### src/rtl/serial_adder_ctrl_if.sv
// Handshake bundle for the bit-serial add/subtract engine.
// The producer/consumer side uses the master modport; the engine uses slave.
interface serial_adder_ctrl_if #(
    parameter int WIDTH = 8
);
    logic             in_valid;
    logic             in_ready;
    logic [WIDTH-1:0] a;
    logic [WIDTH-1:0] b;
    logic             sub;
    logic             out_valid;
    logic             out_ready;
    logic [WIDTH-1:0] sum;
    logic             c_out;
    logic             overflow;

    modport master (
        output in_valid, a, b, sub, out_ready,
        input  in_ready, out_valid, sum, c_out, overflow
    );

    modport slave (
        input  in_valid, a, b, sub, out_ready,
        output in_ready, out_valid, sum, c_out, overflow
    );
endinterface

### src/rtl/serial_adder_ctrl.sv
// Bit-serial add/subtract engine: one full-adder cell reused LSB first over
// WIDTH cycles, carry held in a flop between bits. Subtraction is a + ~b + 1,
// so b is inverted at accept and the carry flop is seeded with sub.
module serial_adder_ctrl #(
    parameter int WIDTH = 8
) (
    input logic                clk,
    input logic                rst_n,
    serial_adder_ctrl_if.slave bus
);
    localparam int            CW       = (WIDTH > 1) ? $clog2(WIDTH) : 1;
    localparam logic [CW-1:0] LAST_BIT = CW'(WIDTH - 1);
    localparam logic [CW-1:0] CNT_ONE  = CW'(1);
    localparam logic [CW-1:0] CNT_ZERO = CW'(0);

    typedef enum logic [1:0] {
        IDLE = 2'b00,
        RUN  = 2'b01,
        DONE = 2'b10
    } state_t;

    state_t           state_r;
    logic [WIDTH-1:0] a_r;
    logic [WIDTH-1:0] b_r;
    logic [WIDTH-1:0] sum_r;
    logic [CW-1:0]    cnt_r;
    logic             carry_r;
    logic             in_ready_r;
    logic             out_valid_r;
    logic             c_out_r;
    logic             overflow_r;

    logic             bit_a_s;
    logic             bit_b_s;
    logic             sum_bit_s;
    logic             carry_next_s;

    // Full-adder sum output.
    function automatic logic fa_sum(input logic x, input logic y, input logic c);
        return x ^ y ^ c;
    endfunction

    // Full-adder carry output (majority of the three inputs).
    function automatic logic fa_carry(input logic x, input logic y, input logic c);
        return (x & y) | (x & c) | (y & c);
    endfunction

    // The single shared adder cell works on the bit selected by the counter.
    assign bit_a_s      = a_r[cnt_r];
    assign bit_b_s      = b_r[cnt_r];
    assign sum_bit_s    = fa_sum(bit_a_s, bit_b_s, carry_r);
    assign carry_next_s = fa_carry(bit_a_s, bit_b_s, carry_r);

    assign bus.in_ready  = in_ready_r;
    assign bus.out_valid = out_valid_r;
    assign bus.sum       = sum_r;
    assign bus.c_out     = c_out_r;
    assign bus.overflow  = overflow_r;

    // Control FSM and serial datapath; every handshake/result output is a flop here.
    always_ff @(posedge clk or negedge rst_n) begin
        if (!rst_n) begin
            state_r     <= IDLE;
            a_r         <= {WIDTH{1'b0}};
            b_r         <= {WIDTH{1'b0}};
            sum_r       <= {WIDTH{1'b0}};
            cnt_r       <= CNT_ZERO;
            carry_r     <= 1'b0;
            in_ready_r  <= 1'b1;
            out_valid_r <= 1'b0;
            c_out_r     <= 1'b0;
            overflow_r  <= 1'b0;
        end else begin
            case (state_r)
                IDLE: begin
                    if (bus.in_valid && in_ready_r) begin
                        // sub only matters as the inverted b and the carry seed,
                        // so it needs no flop of its own after this edge.
                        a_r         <= bus.a;
                        b_r         <= bus.b ^ {WIDTH{bus.sub}};
                        carry_r     <= bus.sub;
                        cnt_r       <= CNT_ZERO;
                        sum_r       <= {WIDTH{1'b0}};
                        c_out_r     <= 1'b0;
                        overflow_r  <= 1'b0;
                        in_ready_r  <= 1'b0;
                        state_r     <= RUN;
                    end else begin
                        in_ready_r  <= 1'b1;
                    end
                end
                RUN: begin
                    sum_r[cnt_r] <= sum_bit_s;
                    carry_r      <= carry_next_s;
                    if (cnt_r == LAST_BIT) begin
                        // carry_r is the carry into the MSB at this point.
                        c_out_r     <= carry_next_s;
                        overflow_r  <= carry_r ^ carry_next_s;
                        out_valid_r <= 1'b1;
                        state_r     <= DONE;
                    end else begin
                        cnt_r       <= cnt_r + CNT_ONE;
                    end
                end
                DONE: begin
                    if (bus.out_ready) begin
                        out_valid_r <= 1'b0;
                        in_ready_r  <= 1'b1;
                        state_r     <= IDLE;
                    end else begin
                        out_valid_r <= 1'b1;
                    end
                end
                default: begin
                    out_valid_r <= 1'b0;
                    in_ready_r  <= 1'b1;
                    state_r     <= IDLE;
                end
            endcase
        end
    end
endmodule

### src/flat_wrapper.sv
// flat-port wrapper written by rule: the top's interface ports become plain ports
module serial_adder_ctrl_flat 
#(
    parameter int WIDTH = 8
)
  (clk, rst_n, bus_in_valid, bus_a, bus_b, bus_sub, bus_out_ready, bus_in_ready, bus_out_valid, bus_sum, bus_c_out, bus_overflow);
  serial_adder_ctrl_if #(.WIDTH(WIDTH)) bus_i ();
  input logic clk;
  input logic rst_n;
  input wire logic [$bits(bus_i.in_valid)-1:0] bus_in_valid;
  input wire logic [$bits(bus_i.a)-1:0] bus_a;
  input wire logic [$bits(bus_i.b)-1:0] bus_b;
  input wire logic [$bits(bus_i.sub)-1:0] bus_sub;
  input wire logic [$bits(bus_i.out_ready)-1:0] bus_out_ready;
  output wire logic [$bits(bus_i.in_ready)-1:0] bus_in_ready;
  output wire logic [$bits(bus_i.out_valid)-1:0] bus_out_valid;
  output wire logic [$bits(bus_i.sum)-1:0] bus_sum;
  output wire logic [$bits(bus_i.c_out)-1:0] bus_c_out;
  output wire logic [$bits(bus_i.overflow)-1:0] bus_overflow;
  assign bus_i.in_valid = bus_in_valid;
  assign bus_i.a = bus_a;
  assign bus_i.b = bus_b;
  assign bus_i.sub = bus_sub;
  assign bus_i.out_ready = bus_out_ready;
  assign bus_in_ready = bus_i.in_ready;
  assign bus_out_valid = bus_i.out_valid;
  assign bus_sum = bus_i.sum;
  assign bus_c_out = bus_i.c_out;
  assign bus_overflow = bus_i.overflow;
  serial_adder_ctrl #(.WIDTH(WIDTH)) u_core (.clk(clk), .rst_n(rst_n), .bus(bus_i));
endmodule
### config.mk
export PLATFORM = sky130hd
export DESIGN_NAME = serial_adder_ctrl_flat
export DESIGN_NICKNAME = d
export VERILOG_FILES = /design/src/rtl/serial_adder_ctrl_if.sv /design/src/rtl/serial_adder_ctrl.sv /design/src/flat_wrapper.sv
export SDC_FILE = /design/constraint.sdc
export NUM_CORES = 1
export LEC_CHECK = 0
export ABC_AREA = 1
export ABC_CLOCK_PERIOD_IN_PS = 2200
export CORE_MARGIN = 3
export CORE_UTILIZATION = 49
export CTS_BUF_LIST = sky130_fd_sc_hd__clkbuf_8
export CTS_CLUSTER_DIAMETER = 50
export CTS_CLUSTER_SIZE = 28
export DETAILED_ROUTE_END_ITERATION = 12
export HOLD_SLACK_MARGIN = 0.12
export PLACE_DENSITY_LB_ADDON = 0.1
export SLEW_MARGIN = 0
export SYNTH_ARGS = -nofsm -noshare
export SYNTH_HDL_FRONTEND = slang
export SYNTH_SLANG_ARGS = --single-unit
### constraint.sdc
create_clock -name clk -period 2.2 [get_ports clk]
set_input_delay 0.44 -clock clk [delete_from_list [all_inputs] [get_ports clk]]
set_output_delay 0.44 -clock clk [all_outputs]
set_load 0.1 [all_outputs]
== After elaboration in Yosys (flattened, before gate mapping) ==
Cells that the tools add are included.
W data, S select, Z words.

* Bits in registers: 34
* Input bits: 21
* Word-level logic and storage cells: 71

* $add $sub $neg: 1
* Order comparisons: 2
* Equal/unequal tests: 7
* Mux-type cells: 29
* Bitwise logic cells: 11
* Reductions and logical operators: 11

{| class="wikitable"
|+ Operators by type and width
! kind !! number
|-
| $pmux W8 S2 || 1
|-
| $mux W1 || 11
|-
| $reduce_and A3 Y1 || 3
|-
| $bwmux W8 || 1
|-
| $mux W8 || 1
|-
| $reduce_and A2 Y1 || 4
|-
| $xor A8 B8 Y8 || 1
|-
| $bmux W1 S3 || 2
|-
| $mux W2 || 3
|-
| $mux W3 || 2
|-
| $pmux W1 S2 || 3
|-
| $pmux W1 S3 || 2
|-
| $pmux W2 S3 || 1
|-
| $pmux W3 S2 || 1
|-
| $lt A3 B4 Y1 const B || 1
|-
| $ne A2 B1 Y1 const B || 2
|-
| $ne A2 B2 Y1 const B || 2
|-
| $add A3 B1 Y3 const B || 1
|-
| $and A1 B1 Y1 || 3
|-
| $demux W1 S3 || 1
|-
| $eq A3 B3 Y1 const B || 1
|-
| $ge A3 B1 Y1 const B || 1
|-
| $xor A1 B1 Y1 || 3
|-
| $eq A2 B1 Y1 const B || 1
|-
| other kinds (6) || 9
|}

== Longest topological paths before layout ==
* Depth in word-level cells: 8
* Mapped depth: 14
* Mapped depth without buffers: 12

== Worst setup path before layout ==
Ideal clock, no wire load.

* Kind: register to register
* Start: register u_core.cnt_r[0]
* End: register u_core.sum_r[7] (netlist: u_core.bus.sum[7])
* Library setup time: 0.083 ns
* Arrival: 2.007 ns
* Data required time: 2.117 ns
* Slack: 0.110 ns
* Cell stages (with the launch flop): 13
* Buffers on the path: 2
* Period minus slack after synthesis: 2.090 ns
* Path through: dfrtp_1 clkbuf_2 inv_1 buf_4 nand3_1 nand2_1 nor2_1 nand2_1 fa_1 nand2_1 a21oi_1 inv_1 o21ai_0

* Word-level cells in the longest chain between the ends: 6

{| class="wikitable"
|+ RTL lines
! item !! line !! source
|-
| start, declared || serial_adder_ctrl.sv:26 || <nowiki>logic [CW-1:0] cnt_r;</nowiki>
|-
| start signal, assigned || serial_adder_ctrl.sv:102 || <nowiki>cnt_r <= cnt_r + CNT_ONE;</nowiki>
|-
| $lt A3 B4 Y1 (implied by the code) (tied with other cells) || serial_adder_ctrl.sv:93 || <nowiki>sum_r[cnt_r] <= sum_bit_s;</nowiki>
|-
| $logic_and A1 B1 Y1 (implied by the code) (tied with other cells) || serial_adder_ctrl.sv:93 ||
|-
| $mux W1 (implied by the code) / $xor A1 B1 Y1 (equally long branches) || serial_adder_ctrl.sv:93, serial_adder_ctrl.sv:40 ||
|-
| $demux W1 S3 / $xor A1 B1 Y1 (equally long branches) || n/a ||
|-
| $bwmux W8 * || serial_adder_ctrl.sv:93 ||
|-
| $pmux W8 S2 * || serial_adder_ctrl.sv:74 || <nowiki>case (state_r)</nowiki>
|-
| end signal, assigned || serial_adder_ctrl.sv:66 || <nowiki>sum_r <= {WIDTH{1'b0}};</nowiki>
|-
| end signal, assigned || serial_adder_ctrl.sv:83 || <nowiki>sum_r <= {WIDTH{1'b0}};</nowiki>
|-
| end signal, assigned by index || serial_adder_ctrl.sv:93 ||
|-
| end, declared || serial_adder_ctrl.sv:25 || <nowiki>logic [WIDTH-1:0] sum_r;</nowiki>
|}

Every way passes the cells marked *; elsewhere a longest branch is shown, timed or not. The select of a mux whose other input is x is not followed.
A chain may end at the register's enable or synchronous reset.

== Worst setup path after layout ==
Same ends and word-level chain as after synthesis.

==> reports/metrics.yaml <==
ys_ff_latch: 34
p_total_uw: 3360
slew_violations: 0
num_vias: 1599
syn_avg_cell_area_um2: 7.39
postLayoutCoreUtil_pct: 66.1
drt-pass1-iter-count: 4
path_cells: "buf_6 > nand2_1 > nand2_1 > nor2_1 > nor2_1 > nand2_1 > fa_1 > nand2_1 > a21oi_1 > buf_4 > inv_1 > o21ai_0"
nets: 315
portBuffers: 32
crit_required_ns: 2.40
clk_pin_slew_ns: 0.07
start_util_pct: 53.2
pin_count: 33
routedWlPerCell_um: 11.1
grt_pass1_wl_um: 6160
netlist_area_mm2: 0.00185
path_class: "flop to flop"
fin_skew_ns: 0.00636
critPathArrivalTime_ns: 2.25
fp.dieW_um: 67.4
reg2reg_slack_ns: 0.15
syn-instance-count: 250
crit_family: "adder cells"
hpwlAfterDp_um: 2690
synth_top_cell_area_share_pct: 44.7
cap_violations: 0
wl_um: 3710
holdWs_ns: 0.475
cts_made_buffers: 5
synth_cell_types: 20
clkPwrFrac_pct: 12.3
setup_viol: 0
worst_hold_path_type: "flop to flop"
crit_top_cell: "nand2_1"
critPathSlowestCell: "fa_1"
fp.dieH_um: 67.4
max_freq_ghz: 0.489
synthToLayoutAreaGrowth_pct: 24.1
coreArea_mm2: 0.00347
clk_latency_ns: 0.28
yosysTopAreaCell: "dfrtp_1"
tns_ns: 0
yosysWarnings: 0
power.combinational.fraction_pct: 55.7
htreeDepth: 2
power_density_mw_per_mm2: 1470
slowest_delay_ns: 0.50
slew-limit-headroom_pct: 69.1
drt_iter0_drc: 67
synthesis.nets: 277
synth.area.top_cells: "dfrtp_1 45%, nand2_1 24%, nand3_1 4.6%"
start_kind: "flop"
diodes: 0
grt.overflow.total: 0
cts_tree: "done"
grt_usage_pct: 18.5
grt_pass1_vias: 1350
dieArea_mm2: 0.00454
switchingPower_uw: 1700
gp_congestion: 0.850
crit_buf_inv: 3
cts.sinks: 34
finalHoldViolCount: 0
clockRootBuffer: "clkbuf_8"
ir_drop_uv: 684
row_count: 21
drc: 0
switching_share_pct: 50.5
fin_crit_ns: 2.05
endpoint_kind: "flop"
rsz0062_at_grt: "false"
grt_max_degree: 35
antenna_found_initial: 0
drive_gt1_share_pct: 11.5
cts_hold_buf: 0
seqPwrFrac_pct: 31.9
internal-power_uw: 1660
ant_nets: 0
cp_max_fo: 16
routed_via_density: 4.79
clock_tree.buffer_depth: 2
p_leak_uw: 0.00123
post-route-period-util_pct: 93.0
status: "completed"
ys_seq_area_share_pct: 46.1
tightest_slew_ns: 0.462
==> registers in the layout, summed over array words and instances, names as in the netlist <==
name and count:
u_core.bus.c_out 1, u_core.a_r 8, u_core.bus.overflow 1, u_core.carry_r 1, u_core.bus.in_ready 1, u_core.b_r 8
u_core.state_r 2, u_core.cnt_r 3, u_core.bus.out_valid 1, u_core.bus.sum 8
==> cell usage after synthesis, drive strengths merged <==
| library cell | instances |
|---|---|
| a21oi | 1 |
| buf | 7 |
| clkbuf | 3 |
| clkinv | 1 |
| dfrtp | 33 |
| dfstp | 1 |
| fa | 1 |
| ha | 5 |
| inv | 21 |
| nand2 | 121 |
| nand3 | 18 |
| nand4 | 5 |
| nor2 | 8 |
| o21ai | 17 |
| xnor2 | 8 |
==> power groups by stage <==
stage | logic [µW] | clock network, µW | registers, µW
2_1_floorplan | 1010 | 0 | 1490
3_3_place_gp | 1830 | 0 | 1060
3_5_place_dp | 1850 | 0 | 1070
4_1_cts | 1860 | 431 | 1060
5_1_grt | 2090 | 461 | 1110
6_report | 1870 | 415 | 1070
==> area by class of cell <==
class | instances | area (µm²)
inverter | 22 | 86.3
multi-input combinational | 184 | 856
sequential | 34 | 855
fill | 316 | 1180
timing repair buffer | 40 | 354
clock buffer | 5 | 68.8
timing repair inverter | 1 | 7.51
tap | 46 | 57.6
clock inverter | 2 | 7.51
==> logic make-up (layout without fill, tap and decap cells) <==
| group | after synthesis | in the layout | share of synthesized area (%) |
|---|---|---|---|
| AOI/OAI and AO/OA | 18 | 18 | 4.88 |
| xor gates and xnor gates | 8 | 8 | 3.79 |
| and+or+nand+nor | 152 | 152 | 33.2 |
| buffers and inverters | 32 | 70 | 7.52 |
| DFF | 34 | 34 | 46.1 |
| adders and majority gates | 6 | 6 | 4.47 |
==> timing repair <==
item | CTS | global route
setup endpoints to repair | 0 | 6
gates resized for setup | 0 | 6
setup buffers | 0 | 1
==> per-layer routing <==
| metal | vias to the layer above | wire [µm] | GRT usage, % |
|---|---|---|---|
| met3 | 5 | 209 | 6.49 |
| li1 | 855 | - | - |
| met4 | 0 | 47 | 8.10 |
| met5 | - | 0 | 0 |
| met1 | 698 | 1750 | 23.8 |
| met2 | 41 | 1700 | 28.0 |
==> tightest hold or removal path: stages, from the launching register on <==
cell     delay [ns]
dfrtp_1        0.35
nand2_1        0.05
nand2_1        0.05
==> layout by cell type (no fill, tap or decap), types with 2 or more instances in the layout <==
master / instances
dfrtp_2: 2
nand4_1: 5
clkdlybuf4s50_1: 20
buf_4: 19
clkbuf_8: 5
xnor2_1: 8
ha_1: 5
dfrtp_1: 31
inv_1: 21
nor2_1: 8
nand2_1: 120
o21ai_0: 17
clkinvlp_4: 2
nand3_1: 17
==> worst paths after layout <==
kind                                     end         startpoint  cells after the start
max in group asynchronous    u_core.cnt_r[1]              rst_n                      2
max reg2reg                u_core.bus.sum[7]    u_core.cnt_r[0]                     12
min reg2reg                u_core.bus.sum[5]  u_core.bus.sum[5]                      2
min in group asynchronous  u_core.state_r[0]              rst_n                      2
min                        u_core.bus.sum[5]  u_core.bus.sum[5]                      2
max                        u_core.bus.sum[7]    u_core.cnt_r[0]                     12
==> stage by stage <==
stage,std cells,setup WS (ns),instance area [µm²]
finish,334,0.153,2290
global route,334,0.0104,2290
CTS,332,0.0821,2270
detailed placement,325,0.0933,2190
global placement,325,0.124,2190
floorplan,250,0.110,1850
Power figures use the tool's default switching activity.
==> patch 1 (same flow settings) <==
The 3 states of `state_t` get a one-hot encoding in 3 bits.
--- a/src/rtl/serial_adder_ctrl.sv
+++ b/src/rtl/serial_adder_ctrl.sv
@@ -15,6 +15,6 @@
 
-    typedef enum logic [1:0] {
-        IDLE = 2'b00,
-        RUN  = 2'b01,
-        DONE = 2'b10
+    typedef enum logic [2:0] {
+        IDLE = 3'b001,
+        RUN  = 3'b010,
+        DONE = 3'b100
     } state_t;
Behaviour: no difference found for any inputs over 10 cycles, from zero or initial values and one cycle with rst_n low; not proved beyond that.
==> patch 1 against the unedited design <==
- critical path depth did not move
- sequential cell count increased by 1
- synthesized area is 0.27% lower
- largest cell class is now flip-flops and latches
- highest routed layer unchanged
- worst hold slack lost 0.0015 ns
- routed wire length fell by 8.6%
- worst setup slack gained 0.13 ns
- cell area fell by 2.1%
- clock power up 20%
- total power fell by 16%
==> patch 1: results (changes against the unedited design) <==
| Metric | Value |
|---|---|
| Outcome | `completed (unchanged)` |
| GP Congestion | `0.777 (was 0.850)` |
| Detail Placement HPWL | `2430 µm (was 2690 µm)` |
| Vias/cell | `4.79 (about the same)` |
| Highest metal layer with signal wires | `met4 (unchanged)` |
| First-pass GRT wire length | `5800 µm (was 6160 µm)` |
| Reg power frac | `36.1% (was 31.9%)` |
| Most instantiated cells after synthesis | `nand2_1 (107), dfrtp_1 (33), nand3_1 (17) (was nand2_1 (120), dfrtp_1 (33), inv_1 (21))` |
| Sequential-to-total area share from yosys stat | `47.7% (was 46.1%)` |
| Crit path DAT | `2.14 ns (was 2.25 ns)` |
| Cell family with most CP delay | `simple AND/OR/NAND/NOR gates (was adder cells)` |
| Met3 routed WL | `132 µm (was 209 µm)` |
| Adder-cell share of the synthesized area | `2.45% (was 4.47%)` |
| Post-Syn Instances | `230 (was 250)` |
| Inst Count DP | `303 (was 325)` |
| Worst Clk Skew | `0.00555 ns (was 0.00636 ns)` |
| Largest cells by area after synthesis | `dfrtp_1 (45%), nand2_1 (22%), nand3_1 (4.6%), o21ai_0 (3.8%), buf_6 (3.1%) (was dfrtp_1 (45%), nand2_1 (24%), nand3_1 (4.6%), o21ai_0 (4.6%), inv_1 (4.3%))` |
| Fin nets | `288 (was 315)` |
| Syn_nets | `254 (was 277)` |
| Leak Pwr | `1.16 nW (was 1.23 nW)` |
| Met2 WL post-DR | `1540 µm (was 1700 µm)` |
| Met2 Use GR | `27.1% (was 28.0%)` |
| R2R Setup Slk | `0.28 ns (was 0.15 ns)` |
| Psw | `1.25 mW (was 1.70 mW)` |
| Clk pwr share | `17.6% (was 12.3%)` |
| WL met1 | `1690 µm (was 1750 µm)` |
| Crit path max fanout | `9 (was 16)` |
| Hold path startpoint | `u_core.a_r[5] (was u_core.bus.sum[5])` |
| Largest net degree at the start of global routing | `36 (was 35)` |
| Layout cells sized above 1 | `14.3% (was 11.5%)` |
| Worst vdd ir | `0.698 mV (was 0.684 mV)` |
| Vias in the first global route | `1343 (was 1350)` |
| DRT iter0 DRCs | `107 (was 67)` |
| Total Routed Length | `3390 µm (was 3710 µm)` |
| Hold endpoint | `u_core.a_r[5] (was u_core.bus.sum[5])` |
| Post-synthesis cell type count | `22 (was 20)` |
| Clock sink total | `35 (was 34)` |
| Vias | `1489 (was 1599)` |
| Total GRT Usage | `16.8% (was 18.5%)` |
| Xor/xnor share of the synthesized area | `3.80% (was 3.79%)` |
| Headroom to the max-slew limit | `64.7% (was 69.1%)` |
| Total Power | `2.82 mW (was 3.36 mW)` |
| Met1 GRT Util | `22.2% (was 23.8%)` |
| Hold Crit Class | `register to register (unchanged)` |
patch 1: metrics by stage:
| stage | hold WS [ns] | setup slack, ns |
|---|---|---|
| 2_1_floorplan | 0.144 | 0.335 |
| 3_3_place_gp | 0.457 | 0.228 |
| 3_5_place_dp | 0.461 | 0.187 |
| 4_1_cts | 0.478 | 0.185 |
| 5_1_grt | 0.503 | 0.0860 |
| 6_report | 0.473 | 0.280 |
patch 1: cells by family after synthesis:
kind of cell,count (synthesis)
adders and majority gates,3
AOI/OAI and AO/OA,19
and+or+nand+nor,142
DFF,35
buffers and inverters,23
xor gates and xnor gates,8
patch 1: final cells by class:
class	instances	area, µm²
Fill cell	329	1220
Inverter	14	52.6
Clock inverter	1	3.75
Sequential cell	35	878
Clock buffer	7	96.3
Tap cell	46	57.6
Multi-Input combinational cell	172	835
Timing Repair Buffer	36	320
patch 1: repair_timing:
item                                    4_1_cts  5_1_grt
endpoints found under the hold margin         0        0
resized for setup                             0        1
endpoints found under the setup margin        0        1
hold buffers                                  0        0
==> patch 2 (same settings) <==
Made on the original files. `WIDTH` is set to 8 in 3 places; all go to 16.
--- a/src/rtl/serial_adder_ctrl_if.sv
+++ b/src/rtl/serial_adder_ctrl_if.sv
@@ -3,3 +3,3 @@
 interface serial_adder_ctrl_if #(
-    parameter int WIDTH = 8
+    parameter int WIDTH = 16
 );
--- a/src/rtl/serial_adder_ctrl.sv
+++ b/src/rtl/serial_adder_ctrl.sv
@@ -4,3 +4,3 @@
 module serial_adder_ctrl #(
-    parameter int WIDTH = 8
+    parameter int WIDTH = 16
 ) (
--- a/src/flat_wrapper.sv
+++ b/src/flat_wrapper.sv
@@ -3,3 +3,3 @@
 #(
-    parameter int WIDTH = 8
+    parameter int WIDTH = 16
 )
Ports: changed (resized bus_a, bus_b and bus_sum); port bits go from 33 to 57. No check against the original RTL was run, so the function may have changed too.
==> patch 2 against the unedited design <==
- routed wire length increased by 85%
- final cell count increased by 68%
- synthesized cell count increased by 67%
- total power increased by 48%
- sequential cell count increased by 25
- clock power increased by 110%
- synthesized area increased by 73%
- worst setup slack improved by 0.0035 ns
- cell area increased by 76%
==> patch 2: results (changes against the unedited design) <==
| Metric | Value |
|---|---|
| Synth Flop Type | `dfrtp_1 (unchanged)` |
| DRT iter0 DRCs | `236 (was 67)` |
| Outcome | `completed (unchanged)` |
| Total GRT Usage | `19.8% (was 18.5%)` |
| Htree depth | `3 (was 2)` |
| Slowest-stage cell, CP | `fa_2 (was fa_1)` |
| Worst vdd ir | `0.807 mV (was 0.684 mV)` |
| Syn_nets | `463 (was 277)` |
| Largest cells by area after synthesis | `dfrtp_1 (45%), nand2_1 (18%), o21ai_0 (7.7%), inv_1 (5.9%), xnor2_1 (4.4%) (was dfrtp_1 (45%), nand2_1 (24%), nand3_1 (4.6%), o21ai_0 (4.6%), inv_1 (4.3%))` |
| TritonCTS Buffers | `9 (was 5)` |
| Post-synthesis cell type count | `28 (was 20)` |
| Worst-Skew Late Latency | `0.33 ns (was 0.28 ns)` |
| Crit path max fanout | `17 (was 16)` |
| Most instantiated cells after synthesis | `nand2_1 (153), dfrtp_1 (58), inv_1 (50) (was nand2_1 (120), dfrtp_1 (33), inv_1 (21))` |
| Buffers from clock root to sink, at most | `2 (unchanged)` |
| First-pass GRT wire length | `11800 µm (was 6160 µm)` |
| Wire per inst | `12.2 µm (was 11.1 µm)` |
| Place WS | `-0.161 ns (was 0.0933 ns)` |
| Antenna violations before repair | `0 (unchanged)` |
| Headroom to the max-slew limit | `50.3% (was 69.1%)` |
| Met3 global-route usage | `3.71% (was 6.49%)` |
| Largest net degree at the start of global routing | `33 (was 35)` |
| Met1 GRT Util | `27.8% (was 23.8%)` |
| Ys async rst share | `100% (unchanged)` |
| GP Congestion | `0.894 (was 0.850)` |
| Critical Path Max Stage Delay | `0.59 ns (was 0.50 ns)` |
| Crit path DAT | `2.31 ns (was 2.25 ns)` |
| Cell family with most CP delay | `simple AND/OR/NAND/NOR gates (was adder cells)` |
| Post-CTS Setup Bufs | `0 (unchanged)` |
| Sequential-to-total area share from yosys stat | `46.3% (was 46.1%)` |
| Met2 Use GR | `30.0% (was 28.0%)` |
| Layout cells sized above 1 | `14.0% (was 11.5%)` |
| Vias in the first global route | `2605 (was 1350)` |
| Worst Clk Skew | `0.00670 ns (was 0.00636 ns)` |
| Vias/cell | `4.94 (was 4.79)` |
| Pre-Repair DR Iteration Count | `5 (was 4)` |
| Hold Crit Class | `primary input to asynchronous set/reset pin (was register to register)` |
| Crit Path Category | `register to register (unchanged)` |
| Buffers on Ports | `56 (was 32)` |
| Detail Placement HPWL | `4840 µm (was 2690 µm)` |
| Leak Pwr | `2.06 nW (was 1.23 nW)` |
| Fin nets | `528 (was 315)` |
-- patch 2: metrics by stage --
step	hold slack [ns]	instances	utilization [%]	instance area, µm²	TNS, ns
final	0.171	562	66.1	4030	0
after CTS	0.192	561	65.6	4000	0
after global placement	0.459	546	62.6	3820	-1.49
after detailed placement	0.462	546	62.6	3820	-2.13
after floorplan	0.144	418	-	3200	0
after global routing	0.220	562	66.1	4030	0
-- patch 2: final timing paths --
check,start,endpoint,slack [ns],cells past startpoint
worst min-delay path,rst_n,u_core.a_r[2],0.17,1
max in group asynchronous,rst_n,u_core.cnt_r[0],1.41,2
worst max-delay path,u_core.cnt_r[0],u_core.bus.sum[3],0.16,12
worst min register to register,u_core.bus.sum[4],u_core.bus.sum[4],0.47,2
min in group clk,u_core.bus.sum[4],u_core.bus.sum[4],0.47,2
worst max register to register,u_core.cnt_r[0],u_core.bus.sum[3],0.16,12
-- patch 2: kinds of logic (layout without fill, tap and decap cells) --
group                    count (synthesis)  after routing  share of synthesized area [%]
AO/OA/AOI/OAI                           62             62                           10.1
XOR/XNOR                                17             17                           4.66
adder cells (fa/ha/maj)                  8              8                           3.37
buffers and inverters                   74            142                           10.3
flip-flops                              59             59                           46.3
AND/OR/NAND/NOR                        198            199                           25.2
-- patch 2: what timing repair did --
item	in CTS	in global routing
cloned	0	1
resized for setup	2	6
setup endpoints to repair	15	21
-- patch 2: final cells by class --
cell class | count | area, µm²
flip-flops and latches | 59 | 1480
multi-input cells | 286 | 1410
repair buffers | 72 | 651
clock inverters | 3 | 13.8
fillers | 541 | 2070
well taps | 75 | 93.8
inverters | 55 | 213
clock buffers | 12 | 165
-- patch 2: per-layer routing --
| layer | routed length, µm | up-vias | part of all wire [%] |
|---|---|---|---|
| li1 | - | 1421 | - |
| met4 | 117 | 0 | 1.7 |
| met5 | 0 | - | 0 |
| met1 | 3280 | 1265 | 48 |
| met2 | 3050 | 79 | 45 |
| met3 | 392 | 11 | 5.7 |
-- patch 2: power by group --
| part | internal [mW] | leakage, nW | total, mW | switching [mW] |
|---|---|---|---|---|
| clock network | 0.487 | 0.0994 | 0.888 | 0.401 |
| logic | 0.820 | 1.20 | 2.42 | 1.60 |
| registers | 1.46 | 0.758 | 1.65 | 0.186 |
| total | 2.77 | 2.06 | 4.96 | 2.19 |
